<file path="config.mk">
export PLATFORM = sky130hd
export DESIGN_NAME = sdram_init_ctrl
export DESIGN_NICKNAME = d
export VERILOG_FILES = /design/src/rtl/sdram_init_ctrl.sv
export SDC_FILE = /design/constraint.sdc
export NUM_CORES = 1
export LEC_CHECK = 0
export BUFFER_PORTS_ARGS = -buffer_cell sky130_fd_sc_hd__buf_2
export CORE_MARGIN = 2
export CORE_UTILIZATION = 50
export DETAILED_ROUTE_END_ITERATION = 10
export PLACE_DENSITY = 0.67
export SYNTH_ARGS = -nofsm -noshare
export SYNTH_HDL_FRONTEND = slang
export SYNTH_SLANG_ARGS = --single-unit
</file>
<file path="constraint.sdc">
create_clock -name sys_clk -period 5.5 [get_ports sys_clk]
set_clock_uncertainty 0.1 [all_clocks]
set_input_delay 0 -clock sys_clk [delete_from_list [all_inputs] [get_ports sys_clk]]
set_output_delay 0 -clock sys_clk [all_outputs]
set_load 0.02 [all_outputs]
</file>
<file path="src/rtl/sdram_init_ctrl.sv">
// SDRAM power-up initialisation sequencer: power wait, PRECHARGE ALL, AUTO REFRESH burst,
// LOAD MODE, then holds init_end until a re-initialisation request arrives.
module sdram_init_ctrl #(
   parameter int unsigned ADDR_W    = 12,
   parameter int unsigned T_POWER   = 10000,
   parameter int unsigned T_RP      = 2,
   parameter int unsigned T_RFC     = 7,
   parameter int unsigned T_MRD     = 3,
   parameter int unsigned AREF_NUM  = 8,
   parameter int unsigned CAS_LAT   = 3,
   parameter int unsigned BURST_LEN = 512
) (
   input  logic              sys_clk,
   input  logic              sys_rst_n,
   input  logic              init_req,
   output logic [3:0]        init_cmd,
   output logic [1:0]        init_ba,
   output logic [ADDR_W-1:0] init_addr,
   output logic              init_end
);

   localparam logic [3:0] CMD_NOP  = 4'b0111;
   localparam logic [3:0] CMD_PRE  = 4'b0010;
   localparam logic [3:0] CMD_AREF = 4'b0001;
   localparam logic [3:0] CMD_LMR  = 4'b0000;

   localparam logic [2:0] IDLE = 3'd0;
   localparam logic [2:0] PRE  = 3'd1;
   localparam logic [2:0] TRP  = 3'd2;
   localparam logic [2:0] AREF = 3'd3;
   localparam logic [2:0] TRF  = 3'd4;
   localparam logic [2:0] MRS  = 3'd5;
   localparam logic [2:0] TMRD = 3'd6;
   localparam logic [2:0] END  = 3'd7;

   localparam int unsigned T_MAX_A = (T_POWER > T_RFC) ? T_POWER : T_RFC;
   localparam int unsigned T_MAX_B = (T_RP > T_MRD) ? T_RP : T_MRD;
   localparam int unsigned T_MAX   = (T_MAX_A > T_MAX_B) ? T_MAX_A : T_MAX_B;
   localparam int unsigned CNT_W   = (T_MAX > 2) ? $clog2(T_MAX) : 1;

   // Wait states end on the last count value, so each lasts T_x-1 cycles.
   localparam logic [CNT_W-1:0] CNT_POWER = CNT_W'(T_POWER - 1);
   localparam logic [CNT_W-1:0] CNT_RP    = CNT_W'(T_RP - 2);
   localparam logic [CNT_W-1:0] CNT_RFC   = CNT_W'(T_RFC - 2);
   localparam logic [CNT_W-1:0] CNT_MRD   = CNT_W'(T_MRD - 2);
   localparam logic [3:0]       AREF_LIM  = 4'(AREF_NUM);

   localparam logic [2:0] BL_CODE = (BURST_LEN == 1) ? 3'b000 :
                                    (BURST_LEN == 2) ? 3'b001 :
                                    (BURST_LEN == 4) ? 3'b010 :
                                    (BURST_LEN == 8) ? 3'b011 : 3'b111;

   // A9 write burst, A8:A7 standard, A6:A4 CAS, A3 sequential, A2:A0 burst length.
   localparam logic [ADDR_W-1:0] MODE_WORD =
      {{(ADDR_W-10){1'b0}}, 1'b0, 2'b00, 3'(CAS_LAT), 1'b0, BL_CODE};

   logic [2:0]        state_q, state_d;
   logic [CNT_W-1:0]  cnt_q, cnt_d;
   logic [3:0]        aref_cnt_q, aref_cnt_d;
   logic [3:0]        cmd_d;
   logic [1:0]        ba_d;
   logic [ADDR_W-1:0] addr_d;
   logic              end_d;

   always_comb begin
      state_d = state_q;
      case (state_q)
         IDLE:    if (cnt_q == CNT_POWER) state_d = PRE;
         PRE:     state_d = TRP;
         TRP:     if (cnt_q == CNT_RP) state_d = AREF;
         AREF:    state_d = TRF;
         TRF:     if (cnt_q == CNT_RFC) state_d = (aref_cnt_q < AREF_LIM) ? AREF : MRS;
         MRS:     state_d = TMRD;
         TMRD:    if (cnt_q == CNT_MRD) state_d = END;
         END:     if (init_req) state_d = PRE;
         default: state_d = IDLE;
      endcase
   end

   always_comb begin
      if (state_d != state_q) begin
         cnt_d = '0;
      end else if (cnt_q == {CNT_W{1'b1}}) begin
         cnt_d = cnt_q;
      end else begin
         cnt_d = cnt_q + CNT_W'(1);
      end

      aref_cnt_d = aref_cnt_q;
      if (state_d == PRE) begin
         aref_cnt_d = '0;
      end else if (state_q == AREF) begin
         aref_cnt_d = aref_cnt_q + 4'd1;
      end
   end

   // Outputs are decoded from the next state so they line up with the registered state.
   always_comb begin
      cmd_d  = CMD_NOP;
      ba_d   = 2'b11;
      addr_d = '1;
      end_d  = 1'b0;
      case (state_d)
         PRE:  cmd_d = CMD_PRE;
         AREF: cmd_d = CMD_AREF;
         MRS: begin
            cmd_d  = CMD_LMR;
            ba_d   = 2'b00;
            addr_d = MODE_WORD;
         end
         END:     end_d = 1'b1;
         default: ;
      endcase
   end

   always_ff @(posedge sys_clk or negedge sys_rst_n) begin
      if (!sys_rst_n) begin
         state_q    <= IDLE;
         cnt_q      <= '0;
         aref_cnt_q <= '0;
         init_cmd   <= CMD_NOP;
         init_ba    <= 2'b11;
         init_addr  <= '1;
         init_end   <= 1'b0;
      end else begin
         state_q    <= state_d;
         cnt_q      <= cnt_d;
         aref_cnt_q <= aref_cnt_d;
         init_cmd   <= cmd_d;
         init_ba    <= ba_d;
         init_addr  <= addr_d;
         init_end   <= end_d;
      end
   end

endmodule

</file>
[Word-level counts from Yosys, hierarchy flattened]
Cells that the tools add are included.
Operators by class
  $add $sub $neg: 2
  magnitude comparators: 1
  eq/ne operators: 17
  multiplexer cells: 15
  reduce and logical (&&, ||, !) cells: 3
Operators with widths (number)
  $eq 14x14->1 const B: 2
  $mux 14: 2
  $pmux 3 s8: 1
  $eq 3x3->1 const B: 6
  $mux 3: 6
  $add 14x1->14 const B: 1
  $eq 14x1->1 const B: 1
  $eq 14x3->1 const B: 1
  $logic_not 14->1: 1
  $mux 12: 1
  $eq 3x2->1 const B: 3
  $pmux 3 s3: 1
  $mux 4: 2
  $eq 3x1->1 const B: 2
  $add 4x1->4 const B: 1
  $lt 4x4->1 const B: 1
  $logic_not 3->1: 1
  $ne 3x3->1: 1
  $mux 2: 1
  $ne 2x2->1 const B: 1
  $reduce_bool 2->1: 1
  $mux 1: 1
Storage, ports and cells
  register bits after elaboration: 40
  input bits: 3
  output and inout bits: 19

[Depth between registers and ports, before layout]
Gate-level depths: netlist (run 1).
  word-level depth: 6
  depth in mapped cells: 8
  depth with buffers taken out: 7

[Worst setup path after synthesis (run 1)]
Ideal clock, no wire load.
  kind: reg2reg
  start point: register cnt_q[7]
  end point: register cnt_q[12]
  library setup time: 132 ps
  arrival: 1660 ps
  path slack: 3608 ps
  stages on the path, launching flop included: 7
  buffers on the path: 1
  clock period less this slack: 1892 ps
  cells stage by stage: dfrtp_1 -> nor4_2 -> nand2_1 -> or4_4 -> nand3_2 -> buf_4 -> a211oi_1
Between the ends
  longest elaborated chain between the ends: 5
  elaborated cells on any way between the ends: 15
  classes of those cells: 1 x add/sub; 6 x eq/ne; 7 x mux; 1 x reduce/logical
Ends and longest elaborated chain
  start, declared: RTL line 58  | logic [CNT_W-1:0] cnt_q, cnt_d;
  start signal, assigned: RTL line 127  | cnt_q <= cnt_d;
  $eq 14x1->1, or another cell as far along: RTL line 74  | TMRD: if (cnt_q == CNT_MRD) state_d = END;
  $mux 3, on equally long branches
  $pmux 3 s8: RTL line 67  | case (state_q)
  $ne 3x3->1: RTL line 81  | if (state_d != state_q) begin
  $ne 2x2->1 (no line) / $mux 14 (equally long branches)
Several ways; a longest one is shown, not always the timed one. The select of a mux whose other input is x is not followed.
A chain may end at the register's enable or synchronous reset.

[Worst setup path in the final report (run 1)]
  start point: register cnt_q[1]
  end point: register aref_cnt_q[1]
Between the ends
  longest elaborated chain between the ends: 5
  elaborated cells on any way between the ends: 12
  classes of those cells: 4 x eq/ne; 6 x mux; 2 x reduce/logical
Ends and longest elaborated chain
  $eq 14x1->1, or another cell as far along: RTL line 74
  $mux 3, on equally long branches
  $pmux 3 s8 *: RTL line 67
  net state_d[2]: RTL line 57  | logic [2:0] state_q, state_d;
  $eq 3x1->1 *: RTL line 90  | if (state_d == PRE) begin
  $mux 4 / $reduce_bool 2->1 (equally long branches)
  end signal, assigned: RTL line 128  | aref_cnt_q <= aref_cnt_d;
  end, declared: RTL line 59  | logic [3:0] aref_cnt_q, aref_cnt_d;
The timed path passes the listed nets; every way through them passes the cells marked *.

==> results of run 1 <==
-- final cells by class --
type,instances,area (um2)
clock buffers,3,22.5
clock inverters,1,30.0
fillers,261,1390
inverters,7,26.3
multi-input cells,114,728
flip-flops and latches,26,656
well taps,33,41.3
repair buffers,16,85.1
-- metal layers --
| metal | vias up | wire (um) | GRT usage, % |
|---|---|---|---|
| li1 | 563 | - | - |
| met1 | 552 | 1340 | 24.5 |
| met2 | 31 | 1250 | 25.3 |
| met3 | 2 | 110 | 2.62 |
| met4 | 0 | 22 | 5.52 |
| met5 | - | 0 | 0 |
-- stage by stage --
step	total power [uW]	cells	utilization [%]
3_5_place_dp	203	195	51.3
4_1_cts	336	200	53.4
3_3_place_gp	203	195	51.3
2_1_floorplan	202	165	-
5_1_grt	343	200	53.4
6_report	331	200	53.4
-- final timing paths --
| check | from | endpoint | cells after the start |
|---|---|---|---|
| max reg2reg | cnt_q[1] | aref_cnt_q[1] | 7 |
| min | init_req | state_q[1] | 4 |
| min reg2reg | cnt_q[4] | cnt_q[4] | 1 |
| max in group asynchronous | sys_rst_n | init_cmd[0] | 2 |
| min in group asynchronous | sys_rst_n | cnt_q[13] | 2 |
| max | cnt_q[1] | aref_cnt_q[1] | 7 |
-- registers in the layout (all words and copies together), names as in the netlist --
| name | flops |
|---|---|
| init_cmd | 3 |
| state_q | 3 |
| cnt_q | 14 |
| init_end | 1 |
| aref_cnt_q | 4 |
| init_ba | 1 |
-- worst register-to-register path, delay by kind of cell, from the launching register on --
family / cells / cell delay (ps)
adders and majority gates: 1 / 170
buffers and inverters: 1 / 100
and+or+nand+nor: 3 / 760
AOI/OAI and AO/OA: 2 / 460
DFF: 1 / 460
-- cell families (layout without fill, tap and decap cells) --
logic type               after synthesis  in the layout  synth area share (%)
adder cells (fa/ha/maj)                4              4                  3.29
flip-flops                            26             26                  43.1
AO/OA/AOI/OAI                         28             28                  13.9
other                                  2              6                 0.493
buffers and inverters                 25             27                  10.1
multiplexers                           2              2                  1.31
XOR/XNOR                              10             10                  5.75
AND/OR/NAND/NOR                       64             64                  22.1
-- cells in the mapped netlist, drive strengths merged --
cell type / n
nand4b: 1
nor4b: 1
nor3: 3
nor4: 4
xnor2: 8
o32ai: 2
o211ai: 1
o31a: 1
nand3: 11
ha: 4
inv: 7
and3: 3
o41ai: 1
nor2b: 2
nor4bb: 1
mux2i: 2
nand2b: 2
nand3b: 1
a2111oi: 1
xor2: 2
or4: 1
buf: 18
dfstp: 4
conb: 2
nor2: 19
a21oi: 10
a211oi: 6
a2bb2oi: 1
nand4: 3
and4: 1
a21boi: 1
nand2: 11
a311oi: 2
a31oi: 2
dfrtp: 22
-- repair_timing --
action                    in CTS  in global routing
resized for setup              0                  0
hold endpoints to repair      26                  0
hold buffers                   1                  0
-- power by group --
part | total [uW] | internal [uW] | leakage [uW] | switching (uW)
clock network | 131 | 73.6 | 0.0000279 | 57.8
logic | 8.51 | 1.02 | 0.000301 | 7.49
registers | 191 | 191 | 0.000325 | 0
total | 331 | 266 | 0.000654 | 65.3
==> results.toml, run 1 <==
[global_routing]
vias_in_the_first_global_route = 998
grt_usage_pct = 16.8
antenna_violations_before_repair = 0
residual_overflow_from_global_routing = 0
grt_start_max_net_pins = 27
grt_first_pass_wirelength_um = 4510

[sta]
worst_hold_slack_ps = 68.1
grt_setup_unrepaired = "no"
setup_slack_ps = 3340
max_slew_margin_pct = 53.5
report.final.setup_viol = 0
final-max-slew-violation-count = 0
min_clock_period_post_route_ps = 2160
tns_ps = 0
max_freq_mhz = 464
finalHoldViolations = 0
tightest_slew_ps = 692
post-route-period-util_pct = 39.2

[floorplanning]
num_rows = 20
pin_count = 22
design.die.area_mm2 = 0.00350
die_x_extent_um = 59.2
dieHeight_um = 59.2
initial_utilization_pct = 51.1
core_mm2 = 0.00298

[synthesis]
syn_area_per_cell_um2 = 9.46
synth-seq-area-share_pct = 43.1
synth_area_leaders = "sky130_fd_sc_hd__dfrtp_1 36%, sky130_fd_sc_hd__buf_4 7.4%, sky130_fd_sc_hd__dfstp_2 6.9%"
synth.largest_area_cell = "sky130_fd_sc_hd__dfrtp_1"
synth.ff_latch_count = 26
number_of_warnings_reported_in_the_yosys_synthesis_log = 0
post-synth-top-area-fraction_pct = 36.2
syn_inst = 161
synth_area_mm2 = 0.00152
synth.lib_cells_used.distinct = 39

[run_status]
outcome = "completed"

[placed_design]
i_o_buffers = 15
placed_area_mm2 = 0.00153
detailedPlacementHpwl_um = 1950
place_worst_setup_slack_ps = 3340
gp_congestion = 0.801

[clock_network]
clock_latency_ps = 320
cts_num_sinks = 26
postCtsSetupRepairBufs = 0
cts_max_level = 1
clk_pin_slew_ps = 150
ctsLongestPathBuffers = 2
cts_tree = "done"
tritoncts.num_buffers = 3
cts_root_buffer = "sky130_fd_sc_hd__clkbuf_4"

[critical_path]
cell_type_of_the_slowest_stage_on_the_worst_timing_path = "sky130_fd_sc_hd__dfrtp_1"
worstSetupStartpointType = "flip-flop"
crit_path_max_fanout = 6
worst-endpoint-required_ps = 5600
critPathMaxStageDelay_ps = 460
crit_buf_inv = 1
critical_path.cell_chain = "inv_1 > ha_1 > nor4bb_1 > nand4_1 > o31a_1 > nor2_1 > a21oi_1"
timing.critical_path.arrival_ps = 2260
critPathTopFamily = "simple AND/OR/NAND/NOR gates"
timing_worst_setup_path_type = "reg -> reg"
setup_slack_reg_to_reg_ps = 3340
crit_path_end_kind = "flip-flop"

[final_layout]
drive_gt1_share_pct = 17.4
layout.nets = 175
postLayoutCellArea_mm2 = 0.00159
flow.area_growth_from_synthesis_pct = 4.35
leading_cell_type_in_the_layout_fill_and_taps_excluded = "sky130_fd_sc_hd__dfrtp_1"
layout.cells.most_common_list = "22 x sky130_fd_sc_hd__dfrtp_1, 19 x sky130_fd_sc_hd__nor2_1, 15 x sky130_fd_sc_hd__buf_2, 11 x sky130_fd_sc_hd__nand2_1"
antenna_diodes = 0

[routing]
first_iter_violations = 40
vias = 1148
ant_nets = 0
detail_route.drc_violations = 0
viasPerCell = 5.74
routed_wl_um = 2720
firstDrtPassIters = 4
drt-wirelength-per-cell_um = 13.6

[power_and_ir_drop]
vdd_ir_drop_max_v = 0.0000997
power.density_mw_per_mm2 = 208
leakage_power_uw = 0.000654

[min_path]
min-delay-path-class = "in -> reg"

[flow_run]
drv_cap = 0
No activity file was read; power rests on OpenSTA's default activity.
==> run 2, diff against run 1 <==
--- a/config.mk
+++ b/config.mk
@@ -5,6 +5,7 @@
 export SDC_FILE = /design/constraint.sdc
 export NUM_CORES = 1
 export LEC_CHECK = 0
+export ABC_AREA = 1
 export BUFFER_PORTS_ARGS = -buffer_cell sky130_fd_sc_hd__buf_2
 export CORE_MARGIN = 2
 export CORE_UTILIZATION = 50
==> constraint.sdc (replaced) <==
create_clock -name sys_clk -period 2 [get_ports sys_clk]
set_clock_uncertainty 0.1 [all_clocks]
set_input_delay 0 -clock sys_clk [delete_from_list [all_inputs] [get_ports sys_clk]]
set_output_delay 0 -clock sys_clk [all_outputs]
set_load 0.02 [all_outputs]
==> run 2 against run 1 <==
Utilization up 3.1 points; largest cell class unchanged; fmax up 19%; critical path depth up 3; largest power group unchanged; synthesized area up 8.3%; cell count up 34%; critical endpoint is now cnt_q[7].
==> results.toml, run 2 <==
[critical_path]
crit_path_end_kind = "flip-flop"
timing.critical_path.arrival_ps = 1930
critical-path-top-cell-by-count = "sky130_fd_sc_hd__nand3_1"
critical_path.cell_chain = "inv_1 > ha_1 > nand3_1 > nor2_2 > nand3_1 > nand3_2 > nand2_2 > o21ai_2 > buf_6 > nor2_1"
worst-endpoint-required_ps = 2120
worstSetupStartpointType = "flip-flop"
timing_worst_setup_path_type = "reg -> reg"
critPathTopFamily = "simple AND/OR/NAND/NOR gates"
critPathMaxStageDelay_ps = 430
cell_type_of_the_slowest_stage_on_the_worst_timing_path = "sky130_fd_sc_hd__dfrtp_1"
crit_path_max_fanout = 14
crit_buf_inv = 2

[global_routing]
grt_start_max_net_pins = 27
vias_in_the_first_global_route = 1070
grt_first_pass_wirelength_um = 4510
grt_usage_pct = 16.0
antenna_violations_before_repair = 0
residual_overflow_from_global_routing = 0

[final_layout]
flow.area_growth_from_synthesis_pct = 6.22
post_route_non_filler_standard_cell_count = 267
registers.top_by_ff_count = "cnt_q"
layout.cells.most_common_list = "42 x sky130_fd_sc_hd__nand2_1, 31 x sky130_fd_sc_hd__inv_1, 30 x sky130_fd_sc_hd__nor2_1, 22 x sky130_fd_sc_hd__dfrtp_1, 16 x sky130_fd_sc_hd__nand3_1"
register_area_um2 = 656
largest_register_ff_count = 14
drive_gt1_share_pct = 19.7
layout.nets = 231
largestRegisters = "cnt_q (14), aref_cnt_q (4)"
finalCoreUtilization_pct = 56.5
leading_cell_type_in_the_layout_fill_and_taps_excluded = "sky130_fd_sc_hd__nand2_1"
antenna_diodes = 0
multi_input_comb_area_um2 = 768
fillers = 299

[routing]
routed_wl_um = 2640
vias = 1210
viasPerCell = 4.53
ant_nets = 0
drt-wirelength-per-cell_um = 9.87
detail_route.drc_violations = 0
firstDrtPassIters = 4
first_iter_violations = 13

[synthesis]
synth-simple-area-share_pct = 33.3
synthMuxAreaShare_pct = 0.683
syn_inst = 213
synth.ff_latch_count = 26
syn_area_per_cell_um2 = 7.74
post-synth-top-count-cell = "sky130_fd_sc_hd__nand2_1"
synthArstFlopShare_pct = 100
yosys.area_share.adder_pct = 3.03
synth_edf_count = 0
synth-compound-area-share_pct = 3.95
synth_area_leaders = "sky130_fd_sc_hd__dfrtp_1 33%, sky130_fd_sc_hd__nand2_1 9.6%, sky130_fd_sc_hd__inv_1 7.3%"
synth_top_cells_by_count = "42 x sky130_fd_sc_hd__nand2_1, 32 x sky130_fd_sc_hd__inv_1, 30 x sky130_fd_sc_hd__nor2_1, 22 x sky130_fd_sc_hd__dfrtp_1, 16 x sky130_fd_sc_hd__nand3_1"
synth.largest_area_cell = "sky130_fd_sc_hd__dfrtp_1"
synth_flop_cell = "sky130_fd_sc_hd__dfrtp_1"
number_of_warnings_reported_in_the_yosys_synthesis_log = 0
synth.lib_cells_used.distinct = 29
synth_area_mm2 = 0.00165
post-synth-top-area-fraction_pct = 33.4
synthXorXnorAreaFrac_pct = 4.25
synth-seq-area-share_pct = 39.8
synth_top_family_by_area = "simple AND/OR/NAND/NOR gates"

[placed_design]
dp_cells = 262
i_o_buffers = 15
detailedPlacementHpwl_um = 2010
gp_congestion = 0.792

[floorplanning]
initial_utilization_pct = 53.1
pin_count = 22
num_rows = 20
die_x_extent_um = 61.4
design.die.area_mm2 = 0.00377
dieHeight_um = 61.4
core_mm2 = 0.00310

[power_and_ir_drop]
leakage_power_uw = 0.000924
power.density_mw_per_mm2 = 515
total_power_uw = 903
vdd_ir_drop_max_v = 0.000350

[clock_network]
clk_pin_slew_ps = 140
cts_num_sinks = 26
clock_latency_ps = 310
cts_tree = "done"
postCtsSetupRepairBufs = 0
cts_root_buffer = "sky130_fd_sc_hd__clkbuf_4"
tritoncts.num_buffers = 3
cts_max_level = 1
ctsLongestPathBuffers = 2

[sta]
grt_setup_unrepaired = "no"
finalHoldViolations = 0
tightest_slew_ps = 575
max_slew_margin_pct = 61.7
report.final.setup_viol = 0
max_freq_mhz = 550
post-route-period-util_pct = 90.9
worst_hold_slack_ps = 21.5
tns_ps = 0
final-max-slew-violation-count = 0
min_clock_period_post_route_ps = 1820

[min_path]
min-delay-path-class = "in -> reg"

[flow_run]
drv_cap = 0

[run_status]
outcome = "completed"
==> run 2: cell types whose count changed in the layout (fill, tap and decap cells not counted), moves of 5 or more <==
cell                       before  now
sky130_fd_sc_hd__a211oi_1       6    0
sky130_fd_sc_hd__xnor2_1        8    2
sky130_fd_sc_hd__nor2_1        19   30
sky130_fd_sc_hd__nand2_1       11   42
sky130_fd_sc_hd__nand3_1       10   16
sky130_fd_sc_hd__a21oi_1       10    5
sky130_fd_sc_hd__inv_1          7   31
sky130_fd_sc_hd__o21ai_0        0    5
==> run 2: worst paths after layout <==
kind / from / endpoint / slack, ps / cells past startpoint
max reg2reg: cnt_q[1] / cnt_q[7] / 180 / 10
max in group asynchronous: sys_rst_n / init_cmd[1] / 1330 / 2
min in group asynchronous: sys_rst_n / state_q[1] / 100 / 2
min reg2reg: cnt_q[5] / cnt_q[5] / 510 / 2
min: init_req / state_q[2] / 20 / 5
max: cnt_q[1] / cnt_q[7] / 180 / 10
==> run 2: logic make-up after synthesis <==
logic type | Yosys count
buffers and inverters | 48
adders and majority gates | 4
xor gates and xnor gates | 8
and+or+nand+nor | 112
other | 2
AOI/OAI and AO/OA | 12
muxes | 1
DFF | 26
==> run 2: power by group <==
group / switching [uW] / leakage [uW] / internal (uW)
Combinational: 20.2 / 0.000561 / 2.64
Clock: 151 / 0.0000279 / 202
Sequential: 0 / 0.000335 / 526
==> run 2: tightest hold or removal path, cell delays in order <==
cell and delay, ps:
sky130_fd_sc_hd__buf_2 80, sky130_fd_sc_hd__or2_4 120, sky130_fd_sc_hd__nand3_1 70, sky130_fd_sc_hd__nand2_1 90
sky130_fd_sc_hd__inv_1 50
==> run 2: area by class of cell <==
class                           count  share of cell area [%]
Tap cell                           44                    3.14
Multi-Input combinational cell    143                    43.9
Clock buffer                        3                    1.29
Clock inverter                      1                    1.71
Timing Repair Buffer               17                    5.50
Sequential cell                    26                    37.4
Inverter                           33                    7.07
==> run 2: metal layers <==
metal	track usage (%)	up-vias	part of all wire, %
li1	-	659	-
met1	22.1	526	54
met2	26.1	23	43
met3	2.52	2	3.2
met4	4.56	0	0.68
met5	0	-	0
==> run 2: through the flow <==
stage | cell area, um2 | setup slack (ps)
3_5_place_dp | 1690 | 171
5_1_grt | 1750 | 3.67
3_3_place_gp | 1690 | 211
2_1_floorplan | 1660 | 273
6_report | 1750 | 182
4_1_cts | 1750 | 148
==> run 2: repair_timing <==
action                                  CTS  global route
endpoints found under the hold margin    26             0
endpoints found under the setup margin    0             6
resized for setup                         0             2
hold buffers                              1             0
==> run 3, diff against run 2 <==
--- a/config.mk
+++ b/config.mk
@@ -7,10 +7,11 @@
 export LEC_CHECK = 0
 export ABC_AREA = 1
 export BUFFER_PORTS_ARGS = -buffer_cell sky130_fd_sc_hd__buf_2
+export CORE_ASPECT_RATIO = 0.8
 export CORE_MARGIN = 2
-export CORE_UTILIZATION = 50
+export CORE_UTILIZATION = 59
 export DETAILED_ROUTE_END_ITERATION = 10
-export PLACE_DENSITY = 0.67
+export PLACE_DENSITY = 0.77
 export SYNTH_ARGS = -nofsm -noshare
 export SYNTH_HDL_FRONTEND = slang
 export SYNTH_SLANG_ARGS = --single-unit
==> constraint.sdc (replaced) <==
create_clock -name sys_clk -period 2.1 [get_ports sys_clk]
set_clock_uncertainty 0.1 [all_clocks]
set_input_delay 0 -clock sys_clk [delete_from_list [all_inputs] [get_ports sys_clk]]
set_output_delay 0 -clock sys_clk [all_outputs]
set_load 0.02 [all_outputs]
==> run 3 against run 2 <==
Global-route usage grew 3.4 points; wire length up 7.3%; sequential share of layout area is 0.24 points higher; highest routed layer unchanged; register-to-register slack improved by 30 ps.
==> results.toml, run 3 (same netlist as run 2, synthesis figures left out) <==
[routing]
routed_wl_um = 2830
detail_route.drc_violations = 0
vias = 1241
drt-wirelength-per-cell_um = 10.8
first_iter_violations = 75
viasPerCell = 4.75
ant_nets = 0
firstDrtPassIters = 4

[clock_network]
cts_tree = "done"
clock_latency_ps = 320
post_cts.resized_instances = 0
tritoncts.num_buffers = 3
cts_max_level = 1
cts_root_buffer = "sky130_fd_sc_hd__clkbuf_4"
ctsLongestPathBuffers = 2
cts_num_sinks = 26
clk_pin_slew_ps = 140

[global_routing]
vias_in_the_first_global_route = 1114
residual_overflow_from_global_routing = 0
grt_start_max_net_pins = 27
antenna_violations_before_repair = 0
grt_usage_pct = 19.4
grt_first_pass_wirelength_um = 4960

[sta]
tns_ps = 0
tightest_slew_ps = 575
finalHoldViolations = 0
grt_setup_unrepaired = "no"
post-route-period-util_pct = 89.7
max_slew_margin_pct = 61.7
report.final.setup_viol = 0
min_clock_period_post_route_ps = 1880
max_freq_mhz = 531
final-max-slew-violation-count = 0

[final_layout]
flow.area_growth_from_synthesis_pct = 5.54
leading_cell_type_in_the_layout_fill_and_taps_excluded = "sky130_fd_sc_hd__nand2_1"
antenna_diodes = 0
finalCoreUtilization_pct = 64.4
largest_register_ff_count = 14
post_route_non_filler_standard_cell_count = 261
largestRegisters = "cnt_q (14), aref_cnt_q (4)"
drive_gt1_share_pct = 19.3
layout.nets = 231
registers.top_by_ff_count = "cnt_q"
layout.cells.most_common_list = "42 x sky130_fd_sc_hd__nand2_1, 32 x sky130_fd_sc_hd__inv_1, 30 x sky130_fd_sc_hd__nor2_1, 22 x sky130_fd_sc_hd__dfrtp_1, 16 x sky130_fd_sc_hd__nand3_1"

[power_and_ir_drop]
vdd_ir_drop_max_v = 0.000392
power.density_mw_per_mm2 = 498
total_power_uw = 866
leakage_power_uw = 0.000926

[critical_path]
timing.critical_path.arrival_ps = 2010
timing_worst_setup_path_type = "reg -> reg"
crit_path_end_kind = "flip-flop"
crit_path_max_fanout = 14
worst-endpoint-required_ps = 2220
worstSetupStartpointType = "flip-flop"

[floorplanning]
design.die.area_mm2 = 0.00324
core_mm2 = 0.00270
dieHeight_um = 51.3
die_x_extent_um = 63.1
num_rows = 17
pin_count = 22
initial_utilization_pct = 61.0

[placed_design]
dp_cells = 256
detailedPlacementHpwl_um = 2100
gp_congestion = 0.881
i_o_buffers = 15

[min_path]
min-delay-path-class = "in -> reg"

[flow_run]
drv_cap = 0

[run_status]
outcome = "completed"
run 3: layout make-up:
| class | instances | area (um2) |
|---|---|---|
| clock inverter | 1 | 30.0 |
| clock buffer | 3 | 22.5 |
| tap | 38 | 47.5 |
| multi-input combinational | 143 | 768 |
| sequential | 26 | 656 |
| timing repair buffer | 17 | 92.6 |
| fill | 249 | 961 |
| inverter | 33 | 124 |
run 3: what timing repair did:
action / 4_1_cts / 5_1_grt
hold buffers: 1 / 0
endpoints found under the hold margin: 26 / 0
setup buffers: 0 / 0
run 3: report_power, final:
part	switching (uW)	total (uW)	internal, uW	leakage (uW)
clock	150	343	193	0.0000279
sequential	0	501	501	0.000335
combinational	19.2	21.8	2.51	0.000563
total	170	866	697	0.000926
run 3: metal layers:
metal  wire, um  vias to the layer above  track usage [%]
met5          0                        -                0
met4         13                        0             5.56
met3         97                        2             2.20
met2       1220                       20             30.3
met1       1500                      565             28.8
li1           -                      654                -
run 3: final timing paths:
| check | slack, ps | end | start | cells after the start |
|---|---|---|---|---|
| worst max register to register | 220 | cnt_q[11] | cnt_q[1] | 10 |
| worst max-delay path | 220 | cnt_q[11] | cnt_q[1] | 10 |
| worst min-delay path | 30 | state_q[2] | init_req | 5 |
| worst min register to register | 520 | cnt_q[5] | cnt_q[5] | 2 |
| max in group asynchronous | 1430 | init_cmd[2] | sys_rst_n | 2 |
| min in group asynchronous | 90 | cnt_q[12] | sys_rst_n | 2 |
run 3: per-stage QoR:
step / setup WS [ps] / instance area [um2] / hold slack, ps
floorplan: 373 / 1660 / -396
global placement: 256 / 1680 / -73.8
detailed placement: 242 / 1680 / -73.0
CTS: 222 / 1740 / 12.3
global route: 32.9 / 1740 / 71.4
finish: 216 / 1740 / 29.3
run 3: critical path, stage by stage, from the launching register on:
cell	delay, ps
sky130_fd_sc_hd__dfrtp_1	430
sky130_fd_sc_hd__inv_1	110
sky130_fd_sc_hd__ha_1	170
sky130_fd_sc_hd__nand3_1	90
sky130_fd_sc_hd__nor2_2	190
sky130_fd_sc_hd__nand3_1	120
sky130_fd_sc_hd__nand3_2	110
sky130_fd_sc_hd__nand2_2	80
sky130_fd_sc_hd__o21ai_2	110
sky130_fd_sc_hd__buf_4	220
sky130_fd_sc_hd__nor2_1	70
